==> src/rtl/fetch_pkg.sv <==
// fetch_pkg
// Shared constants and types for the prefetching fetch unit.
//   PC_STEP            - byte distance between sequential instructions
//   DEFAULT_HALT_MASK  - bits of an instruction compared for halt detection
//   DEFAULT_HALT_VALUE - halt pattern after masking
//   fetch_entry_t      - one prefetch queue entry {instr, pc_plus4} at the
//                        default 32-bit widths
package fetch_pkg;

  localparam int          PC_STEP            = 4;
  localparam int          FETCH_ADDR_W       = 32;
  localparam int          FETCH_INSTR_W      = 32;
  localparam logic [31:0] DEFAULT_HALT_MASK  = 32'h0000_0FFF;
  localparam logic [31:0] DEFAULT_HALT_VALUE = 32'h0000_0300;

  typedef struct packed {
    logic [FETCH_INSTR_W-1:0] instr;
    logic [FETCH_ADDR_W-1:0]  pc_plus4;
  } fetch_entry_t;

endpackage

==> src/rtl/fetch_prefetch_queue_if.sv <==
// fetch_prefetch_queue_if
// Bundles the instruction-memory read port, the decode handshake and the
// redirect input of the fetch unit.
//   master : the fetch unit (drives imem_req/imem_addr and the decode head)
//   slave  : the environment (memory, decode, branch resolution)
// Signals:
//   imem_req, imem_addr  - read request and address (current PC)
//   imem_rdata           - read data, valid the cycle after imem_req
//   inst_valid/ready     - decode handshake on the queue head
//   inst, inst_pc_plus4  - head instruction and its PC+4
//   redirect, redirect_target - resolved taken branch/jump from ID
interface fetch_prefetch_queue_if #(
  parameter int ADDR_W  = 32,
  parameter int INSTR_W = 32
);

  logic               imem_req;
  logic [ADDR_W-1:0]  imem_addr;
  logic [INSTR_W-1:0] imem_rdata;
  logic               inst_valid;
  logic               inst_ready;
  logic [INSTR_W-1:0] inst;
  logic [ADDR_W-1:0]  inst_pc_plus4;
  logic               redirect;
  logic [ADDR_W-1:0]  redirect_target;

  modport master (
    output imem_req, imem_addr, inst_valid, inst, inst_pc_plus4,
    input  imem_rdata, inst_ready, redirect, redirect_target
  );

  modport slave (
    input  imem_req, imem_addr, inst_valid, inst, inst_pc_plus4,
    output imem_rdata, inst_ready, redirect, redirect_target
  );

endinterface

==> src/rtl/fetch_queue.sv <==
// fetch_queue
// Synchronous DEPTH-entry FIFO holding prefetched instructions.
//   clk, reset      - clock, synchronous active-high reset
//   flush           - empties the queue; wins over push and pop
//   push, push_data - write one entry (accepted when not full, or when a
//                     pop happens in the same cycle)
//   pop             - drop the head entry (ignored when empty)
//   head            - current head entry (don't-care when count == 0)
//   count           - number of valid entries, 0..DEPTH
// DEPTH must be a power of two so the pointers wrap naturally.
module fetch_queue
  import fetch_pkg::*;
#(
  parameter int  DEPTH   = 4,
  parameter type entry_t = fetch_entry_t
) (
  input  logic                   clk,
  input  logic                   reset,
  input  logic                   flush,
  input  logic                   push,
  input  entry_t                 push_data,
  input  logic                   pop,
  output entry_t                 head,
  output logic [$clog2(DEPTH):0] count
);

  localparam int PTR_W = $clog2(DEPTH);
  localparam int CNT_W = PTR_W + 1;

  entry_t             mem_q [DEPTH];
  entry_t             mem_d [DEPTH];
  logic [PTR_W-1:0]   wr_ptr_q, wr_ptr_d;
  logic [PTR_W-1:0]   rd_ptr_q, rd_ptr_d;
  logic [CNT_W-1:0]   count_q, count_d;
  logic               do_push, do_pop;

  always_comb begin
    do_pop   = pop && (count_q != '0) && !flush;
    do_push  = push && !flush && ((count_q != CNT_W'(DEPTH)) || do_pop);
    mem_d    = mem_q;
    wr_ptr_d = wr_ptr_q;
    rd_ptr_d = rd_ptr_q;
    count_d  = count_q;
    if (flush) begin
      wr_ptr_d = '0;
      rd_ptr_d = '0;
      count_d  = '0;
    end else begin
      if (do_push) begin
        mem_d[wr_ptr_q] = push_data;
        wr_ptr_d        = wr_ptr_q + PTR_W'(1);
      end
      if (do_pop) begin
        rd_ptr_d = rd_ptr_q + PTR_W'(1);
      end
      if (do_push && !do_pop) begin
        count_d = count_q + CNT_W'(1);
      end else if (do_pop && !do_push) begin
        count_d = count_q - CNT_W'(1);
      end
    end
  end

  // storage stage: data array is not reset, only the bookkeeping is
  always_ff @(posedge clk) begin
    mem_q <= mem_d;
    if (reset) begin
      wr_ptr_q <= '0;
      rd_ptr_q <= '0;
      count_q  <= '0;
    end else begin
      wr_ptr_q <= wr_ptr_d;
      rd_ptr_q <= rd_ptr_d;
      count_q  <= count_d;
    end
  end

  assign head  = mem_q[rd_ptr_q];
  assign count = count_q;

endmodule

==> src/rtl/fetch_prefetch_queue.sv <==
// fetch_prefetch_queue
// Fetch unit with a prefetch queue. Owns the PC, issues sequential reads to
// a 1-cycle-latency instruction memory, buffers {word, PC+4} in a DEPTH-entry
// queue and presents the head to decode with valid/ready. A redirect from ID
// reloads the PC and flushes everything fetched so far. A halt word stops
// further requests once fetched and raises the sticky end_program when it is
// consumed by decode.
// Ports:
//   clk, reset     - clock, synchronous active-high reset
//   start_address  - PC loaded on reset
//   bus            - fetch_prefetch_queue_if.master (memory port, decode
//                    handshake, redirect)
//   end_program    - halt instruction consumed; sticky until reset
//   perf_fetched, perf_flushed, perf_stall - only when FETCH_PERF_EN is
//                    defined: saturating 32-bit counters of pushes, entries
//                    discarded by redirect, and decode stall cycles
// Configuration macro: FETCH_PERF_EN
module fetch_prefetch_queue
  import fetch_pkg::*;
#(
  parameter int                 ADDR_W     = 32,
  parameter int                 INSTR_W    = 32,
  parameter int                 DEPTH      = 4,
  parameter logic [INSTR_W-1:0] HALT_MASK  = DEFAULT_HALT_MASK,
  parameter logic [INSTR_W-1:0] HALT_VALUE = DEFAULT_HALT_VALUE
) (
  input  logic                  clk,
  input  logic                  reset,
  input  logic [ADDR_W-1:0]     start_address,
  fetch_prefetch_queue_if.master bus,
  output logic                  end_program
`ifdef FETCH_PERF_EN
  ,
  output logic [31:0]           perf_fetched,
  output logic [31:0]           perf_flushed,
  output logic [31:0]           perf_stall
`endif
);

  localparam int CNT_W = $clog2(DEPTH) + 1;

  typedef struct packed {
    logic [INSTR_W-1:0] instr;
    logic [ADDR_W-1:0]  pc_plus4;
  } entry_t;

  function automatic logic is_halt(input logic [INSTR_W-1:0] word);
    return (word & HALT_MASK) == HALT_VALUE;
  endfunction

  logic [ADDR_W-1:0] pc_q, pc_d;
  logic [ADDR_W-1:0] issue_pc4_q, issue_pc4_d;
  logic              inflight_q, inflight_d;
  logic              squash_q, squash_d;
  logic              halt_seen_q, halt_seen_d;
  logic              end_program_q, end_program_d;

  logic [CNT_W-1:0]  q_count;
  logic [CNT_W:0]    occupancy;
  logic              credit;
  logic              req, push, pop, inst_valid;
  logic [ADDR_W-1:0] pc_next;
  entry_t            push_entry, head;

  always_comb begin
    pc_next    = pc_q + ADDR_W'(PC_STEP);
    // Words already requested count against the queue, so a response can
    // never arrive to a full queue; a same-cycle pop is not credited.
    occupancy  = {1'b0, q_count} + {{CNT_W{1'b0}}, inflight_q};
    credit     = occupancy < (CNT_W + 1)'(DEPTH);
    req        = !reset && !bus.redirect && !halt_seen_q && !end_program_q && credit;
    inst_valid = !reset && (q_count != '0) && !end_program_q;
    pop        = inst_valid && bus.inst_ready && !bus.redirect;
    push       = inflight_q && !squash_q && !bus.redirect;

    push_entry.instr    = bus.imem_rdata;
    push_entry.pc_plus4 = issue_pc4_q;

    pc_d          = pc_q;
    issue_pc4_d   = issue_pc4_q;
    inflight_d    = req;
    squash_d      = bus.redirect;
    halt_seen_d   = halt_seen_q;
    end_program_d = end_program_q;

    if (bus.redirect) begin
      pc_d        = bus.redirect_target;
      halt_seen_d = 1'b0;
    end else begin
      if (req) begin
        pc_d        = pc_next;
        issue_pc4_d = pc_next;
      end
      if (push && is_halt(bus.imem_rdata)) begin
        halt_seen_d = 1'b1;
      end
      if (pop && is_halt(head.instr)) begin
        end_program_d = 1'b1;
      end
    end
  end

  // request stage: PC and in-flight tracking
  always_ff @(posedge clk) begin
    issue_pc4_q <= issue_pc4_d;
    if (reset) begin
      pc_q          <= start_address;
      inflight_q    <= 1'b0;
      squash_q      <= 1'b0;
      halt_seen_q   <= 1'b0;
      end_program_q <= 1'b0;
    end else begin
      pc_q          <= pc_d;
      inflight_q    <= inflight_d;
      squash_q      <= squash_d;
      halt_seen_q   <= halt_seen_d;
      end_program_q <= end_program_d;
    end
  end

  // response stage: returned words enter the prefetch queue
  fetch_queue #(
    .DEPTH   (DEPTH),
    .entry_t (entry_t)
  ) u_queue (
    .clk       (clk),
    .reset     (reset),
    .flush     (bus.redirect),
    .push      (push),
    .push_data (push_entry),
    .pop       (pop),
    .head      (head),
    .count     (q_count)
  );

  assign bus.imem_req      = req;
  assign bus.imem_addr     = pc_q;
  assign bus.inst_valid    = inst_valid;
  assign bus.inst          = head.instr;
  assign bus.inst_pc_plus4 = head.pc_plus4;
  assign end_program       = end_program_q;

`ifdef FETCH_PERF_EN
  function automatic logic [31:0] sat_add(input logic [31:0] a, input logic [31:0] b);
    logic [32:0] sum;
    sum = {1'b0, a} + {1'b0, b};
    return sum[32] ? '1 : sum[31:0];
  endfunction

  logic [31:0] perf_fetched_q, perf_fetched_d;
  logic [31:0] perf_flushed_q, perf_flushed_d;
  logic [31:0] perf_stall_q, perf_stall_d;

  always_comb begin
    perf_fetched_d = sat_add(perf_fetched_q, 32'(push));
    perf_flushed_d = perf_flushed_q;
    if (bus.redirect) begin
      perf_flushed_d = sat_add(perf_flushed_q,
                               32'(q_count) + 32'(inflight_q && !squash_q));
    end
    perf_stall_d = sat_add(perf_stall_q, 32'(inst_valid && !bus.inst_ready));
  end

  // counter stage
  always_ff @(posedge clk) begin
    if (reset) begin
      perf_fetched_q <= '0;
      perf_flushed_q <= '0;
      perf_stall_q   <= '0;
    end else begin
      perf_fetched_q <= perf_fetched_d;
      perf_flushed_q <= perf_flushed_d;
      perf_stall_q   <= perf_stall_d;
    end
  end

  assign perf_fetched = perf_fetched_q;
  assign perf_flushed = perf_flushed_q;
  assign perf_stall   = perf_stall_q;
`endif

endmodule

==> src/flat_wrapper.sv <==
// flat-port wrapper written by rule: the top's interface ports become plain ports
module fetch_prefetch_queue_flat import fetch_pkg::*;
#(
  parameter int                 ADDR_W     = 32,
  parameter int                 INSTR_W    = 32,
  parameter int                 DEPTH      = 4,
  parameter logic [INSTR_W-1:0] HALT_MASK  = DEFAULT_HALT_MASK,
  parameter logic [INSTR_W-1:0] HALT_VALUE = DEFAULT_HALT_VALUE
)
  (clk, reset, start_address, end_program, bus_imem_req, bus_imem_addr, bus_inst_valid, bus_inst, bus_inst_pc_plus4, bus_imem_rdata, bus_inst_ready, bus_redirect, bus_redirect_target);
  fetch_prefetch_queue_if #(.ADDR_W(ADDR_W), .INSTR_W(INSTR_W)) bus_i ();
  input  logic clk;
  input  logic reset;
  input  logic [ADDR_W-1:0] start_address;
  output logic end_program;
  output wire logic [$bits(bus_i.imem_req)-1:0] bus_imem_req;
  output wire logic [$bits(bus_i.imem_addr)-1:0] bus_imem_addr;
  output wire logic [$bits(bus_i.inst_valid)-1:0] bus_inst_valid;
  output wire logic [$bits(bus_i.inst)-1:0] bus_inst;
  output wire logic [$bits(bus_i.inst_pc_plus4)-1:0] bus_inst_pc_plus4;
  input wire logic [$bits(bus_i.imem_rdata)-1:0] bus_imem_rdata;
  input wire logic [$bits(bus_i.inst_ready)-1:0] bus_inst_ready;
  input wire logic [$bits(bus_i.redirect)-1:0] bus_redirect;
  input wire logic [$bits(bus_i.redirect_target)-1:0] bus_redirect_target;
  assign bus_imem_req = bus_i.imem_req;
  assign bus_imem_addr = bus_i.imem_addr;
  assign bus_inst_valid = bus_i.inst_valid;
  assign bus_inst = bus_i.inst;
  assign bus_inst_pc_plus4 = bus_i.inst_pc_plus4;
  assign bus_i.imem_rdata = bus_imem_rdata;
  assign bus_i.inst_ready = bus_inst_ready;
  assign bus_i.redirect = bus_redirect;
  assign bus_i.redirect_target = bus_redirect_target;
  fetch_prefetch_queue #(.ADDR_W(ADDR_W), .INSTR_W(INSTR_W), .DEPTH(DEPTH), .HALT_MASK(HALT_MASK), .HALT_VALUE(HALT_VALUE)) u_core (.clk(clk), .reset(reset), .start_address(start_address), .bus(bus_i), .end_program(end_program));
endmodule
==> config.mk <==
export PLATFORM = sky130hd
export DESIGN_NAME = fetch_prefetch_queue_flat
export DESIGN_NICKNAME = d
export VERILOG_FILES = /design/src/rtl/fetch_pkg.sv /design/src/rtl/fetch_prefetch_queue_if.sv /design/src/rtl/fetch_queue.sv /design/src/rtl/fetch_prefetch_queue.sv /design/src/flat_wrapper.sv
export SDC_FILE = /design/constraint.sdc
export NUM_CORES = 1
export LEC_CHECK = 0
export BUFFER_PORTS_ARGS = -buffer_cell sky130_fd_sc_hd__buf_2
export CORE_ASPECT_RATIO = 0.9
export CORE_MARGIN = 1
export CORE_UTILIZATION = 49
export DETAILED_ROUTE_END_ITERATION = 7
export PLACE_DENSITY_LB_ADDON = 0.3
export SYNTH_ARGS = -nofsm -noshare
export SYNTH_HDL_FRONTEND = slang
export SYNTH_SLANG_ARGS = --single-unit
==> constraint.sdc <==
create_clock -name clk -period 10.3 [get_ports clk]
set_input_delay 2.06 -clock clk [delete_from_list [all_inputs] [get_ports clk]]
set_output_delay 2.06 -clock clk [all_outputs]
set_load 0.03 [all_outputs]
==> results.sh <==
export IMPL_run_status="completed"
export IMPL_drc_errors=0
export IMPL_io_buffer_count=198
export IMPL_cp_cell_sequence="buf_2 -> nor2_2 -> and3_1 -> buf_2"
export IMPL_share_of_the_synthesized_area_in_compound_gates_ao_oa_aoi_oai=0.0330
export IMPL_max_slew_margin_rel=0.316
export IMPL_mux_contribution_to_synthesized_area=0.121
export IMPL_synth_seq_area_share=0.756
export IMPL_async_flop_share=0
export IMPL_path_buf_inv=2
export IMPL_final_min_period_over_clock_period=0.571
export IMPL_crit_family="simple AND/OR/NAND/NOR gates"
export IMPL_syn_area_sq_um=13000
export IMPL_clk_path_buf_depth=3
export IMPL_slowest_delay_ps=880
export IMPL_postSynthRegisterBits=331
export IMPL_pin_count=199
export IMPL_worst_hold_slack_ps=497
export IMPL_grt_setup_unrepaired="no"
export IMPL_leakagePower_nw=5.40
export IMPL_area_share_of_xor_xnor_cells_in_the_synthesized_design=0.0216
export IMPL_detailroute_via_count=6737
export IMPL_netlist_instances=650
export IMPL_hold_viol_final=0
export IMPL_crit_slowest_cell="nor2_2"
export IMPL_cts_tree="built"
export IMPL_global_route_usage_met2=0.325
export IMPL_cts_repair_resize_count=0
export IMPL_worst_pin_slew_ps=1030
export IMPL_yosysUniqueCellTypes=49
export IMPL_synth_flop_cell="edfxtp_1"
export IMPL_cellPowerDensity_nw_per_um2=191
export IMPL_critical_path_origin="reset"
export IMPL_firstDrtPassIters=5
export IMPL_floorplan_initialDensity=0.499
export IMPL_final_layout_size_suffix_gt1_frac=0.377
export IMPL_dieWidth_microns=174
export IMPL_power_total_w=0.00296
export IMPL_global_route_usage_met1=0.256
export IMPL_syn_area_per_cell_sq_um=20.0
export IMPL_max_freq_ghz=0.170
export IMPL_use_met3=0.0474
export IMPL_cp_required_ps=8240
export IMPL_synth_simple_gate_area_frac=0.0476
export IMPL_synth_top_cell_area_share=0.739
export IMPL_globalRouteOverflowTotal=0
export IMPL_number_of_antenna_violations_at_the_first_check_in_global_routing=1
export IMPL_setup_tns_final_ps=0
export IMPL_grt_max_degree=66
export IMPL_area_growth_synth_to_final_pct=19.0
export IMPL_cts_hold_buf=0
export IMPL_placementRows=56
export IMPL_wirelength_mm=25.8
export IMPL_placeable_core_area_sq_um=26100
export IMPL_min_period_ps=5880
export IMPL_post_synth_top_area_cell="edfxtp_1"
export IMPL_setup_worst_path_end_class="primary output"
export IMPL_cp_num_cells=4
export IMPL_hold_path_startpoint="u_core.issue_pc4_q[11]"
export IMPL_synth_fa_ha_area_frac=0.00731
export IMPL_utilization=0.594
export IMPL_top_count_cell_post_synth="edfxtp_1"
export IMPL_clock_sink_count=331
export IMPL_setup_viol_count_final=0
export IMPL_worstSetupStartpointType="input port"
export IMPL_clock_latency_ps=500
export IMPL_groute_usage_overall=0.195
export IMPL_critPathKind="in -> out"
export IMPL_crit_arrival_ps=3820
export IMPL_synth_enable_flop_cells=320
export IMPL_largest_family_of_logic_cells_by_synthesized_area="multiplexers"
export IMPL_clkTransAtPathRegs_ps=60
export IMPL_maxSlewViolCount=0
export IMPL_cts_buffers=35
export IMPL_r2r_cells=5
export IMPL_die_height_microns=157
export IMPL_worst_r2r_setup_slack_ps=7350
export IMPL_mappedNetlistNets=757
export IMPL_rr_startpoint="u_core.u_queue.rd_ptr_q[0]"
export IMPL_number_of_drc_markers_in_iteration_0=549
export IMPL_critPathCapture="bus_imem_req"
export IMPL_setup_fix_bufs_post_cts=0
export IMPL_routabilityCongestion=0.766
export IMPL_placed_cells_incl_taps=1169
export IMPL_ir_drop_mv=0.0921
export IMPL_finalNonFillerCells=1230
export IMPL_post_synth_most_frequent_cells="edfxtp_1 (320), mux4_2 (60), nand2_1 (27)"
export IMPL_cp_max_fo=41
export IMPL_antenna_left=0
export IMPL_fin_skew_ps=11.5
export IMPL_avgViaCountPerCell=5.48
export IMPL_first_global_vias=6884
export IMPL_clk_root_buffer_cell="clkbuf_16"
export IMPL_finalNetCount=965
export IMPL_rr_endpoint="u_core.end_program"
export IMPL_critical_path_most_common_cell="buf_2"
export IMPL_grt_pass1_wl_mm=39.4
export IMPL_busiest_layer="met2"
export IMPL_synth_yosys_warnings=0
export IMPL_die_area_sq_um=27200
export IMPL_dp_final_hpwl_mm=15.7
export IMPL_post_drt_wl_per_cell_microns=20.9
export IMPL_worstHoldPathType="reg -> reg"
export IMPL_cts_htree_levels=2
export IMPL_max_cap_viol_count=0
export IMPL_netlist_top_cells_area="edfxtp_1 (74%), mux4_2 (10%), dfxtp_1 (1.7%)"
[how the worst min path moves through the flow]
stage	endpoint	slack, ps	cells past startpoint
after floorplan	u_core.issue_pc4_q[0]	430	0
after global placement	u_core.u_queue.mem_q[82]	480	0
after detailed placement	u_core.u_queue.mem_q[24]	490	0
after CTS	u_core.u_queue.mem_q[75]	500	0
after global routing	u_core.issue_pc4_q[1]	500	0
final	u_core.u_queue.mem_q[75]	500	0
[through the flow]
stage | setup WS, ps | instance area (sq um)
floorplan | 5080 | 13000
global placement | 4420 | 14300
detailed placement | 4400 | 14300
CTS | 4400 | 15500
global route | 4280 | 15500
finish | 4420 | 15500
[layout make-up]
type,count,area [sq um]
Fill cell,2012,10600
Sequential cell,331,9840
Multi-Input combinational cell,281,3020
Clock buffer,44,982
Inverter,9,33.8
Clock inverter,16,163
Tap cell,348,435
Timing Repair Buffer,200,1010
Antenna cell,1,2.50
[power breakdown]
group / total, W / internal, W / switching [W]
logic: 0.000173 / 0.0000606 / 0.000112
clock network: 0.00124 / 0.000750 / 0.000490
registers: 0.00155 / 0.00152 / 0.0000297
total: 0.00296 / 0.00233 / 0.000632
[cells by family after synthesis]
family / Yosys count
AOI/OAI and AO/OA: 56
xor gates and xnor gates: 32
adders and majority gates: 7
buffers and inverters: 38
DFF: 331
muxes: 76
and+or+nand+nor: 110
[worst register-to-register path, stage by stage, from the launching register on]
cell	delay, ps
dfxtp_4	680
buf_4	760
mux4_2	670
nor4b_2	270
nand3_1	190
o41ai_2	290
[layout by cell type, fill, tap and decap left out, types with 3 or more instances in the layout]
cell type / Yosys / layout
ha_1: 6 / 6
o21ba_2: 3 / 3
xor2_1: 9 / 9
mux4_1: 4 / 4
edfxtp_1: 320 / 320
xnor2_1: 23 / 23
and4_1: 6 / 6
clkbuf_1: 12 / 4
a21o_1: 12 / 12
bufinv_16: 0 / 3
clkbuf_16: 0 / 37
nand2_1: 27 / 27
a22oi_1: 4 / 4
clkbuf_8: 0 / 3
o21ai_0: 10 / 10
inv_1: 9 / 9
nor4_1: 3 / 3
clkinv_1: 0 / 4
a22o_1: 14 / 14
and3_1: 10 / 9
nor2_1: 18 / 17
o22ai_1: 4 / 4
mux2i_1: 11 / 11
clkinv_2: 0 / 5
mux4_2: 60 / 60
and2_4: 0 / 4
dfxtp_1: 11 / 9
buf_2: 9 / 198
nand4_1: 9 / 9
nand3_1: 14 / 14
nor3_1: 4 / 4
[sequential cells by signal, summed over array words and instances, names as in the netlist]
signal,count
u_core.u_queue.count,3
u_core.squash_q,1
u_core.u_queue.wr_ptr_q,2
u_core.bus.imem_addr,32
u_core.issue_pc4_q,32
u_core.u_queue.mem_q,256
u_core.end_program,1
u_core.u_queue.rd_ptr_q,2
u_core.halt_seen_q,1
u_core.inflight_q,1
[layer usage]
| layer | vias to the layer above | wire length (microns) |
|---|---|---|
| met1 | 3388 | 11000 |
| met2 | 230 | 12700 |
| li1 | 3081 | - |
| met3 | 38 | 1670 |
| met5 | - | 0 |
| met4 | 0 | 447 |
No activity file was read; power rests on OpenSTA's default activity.
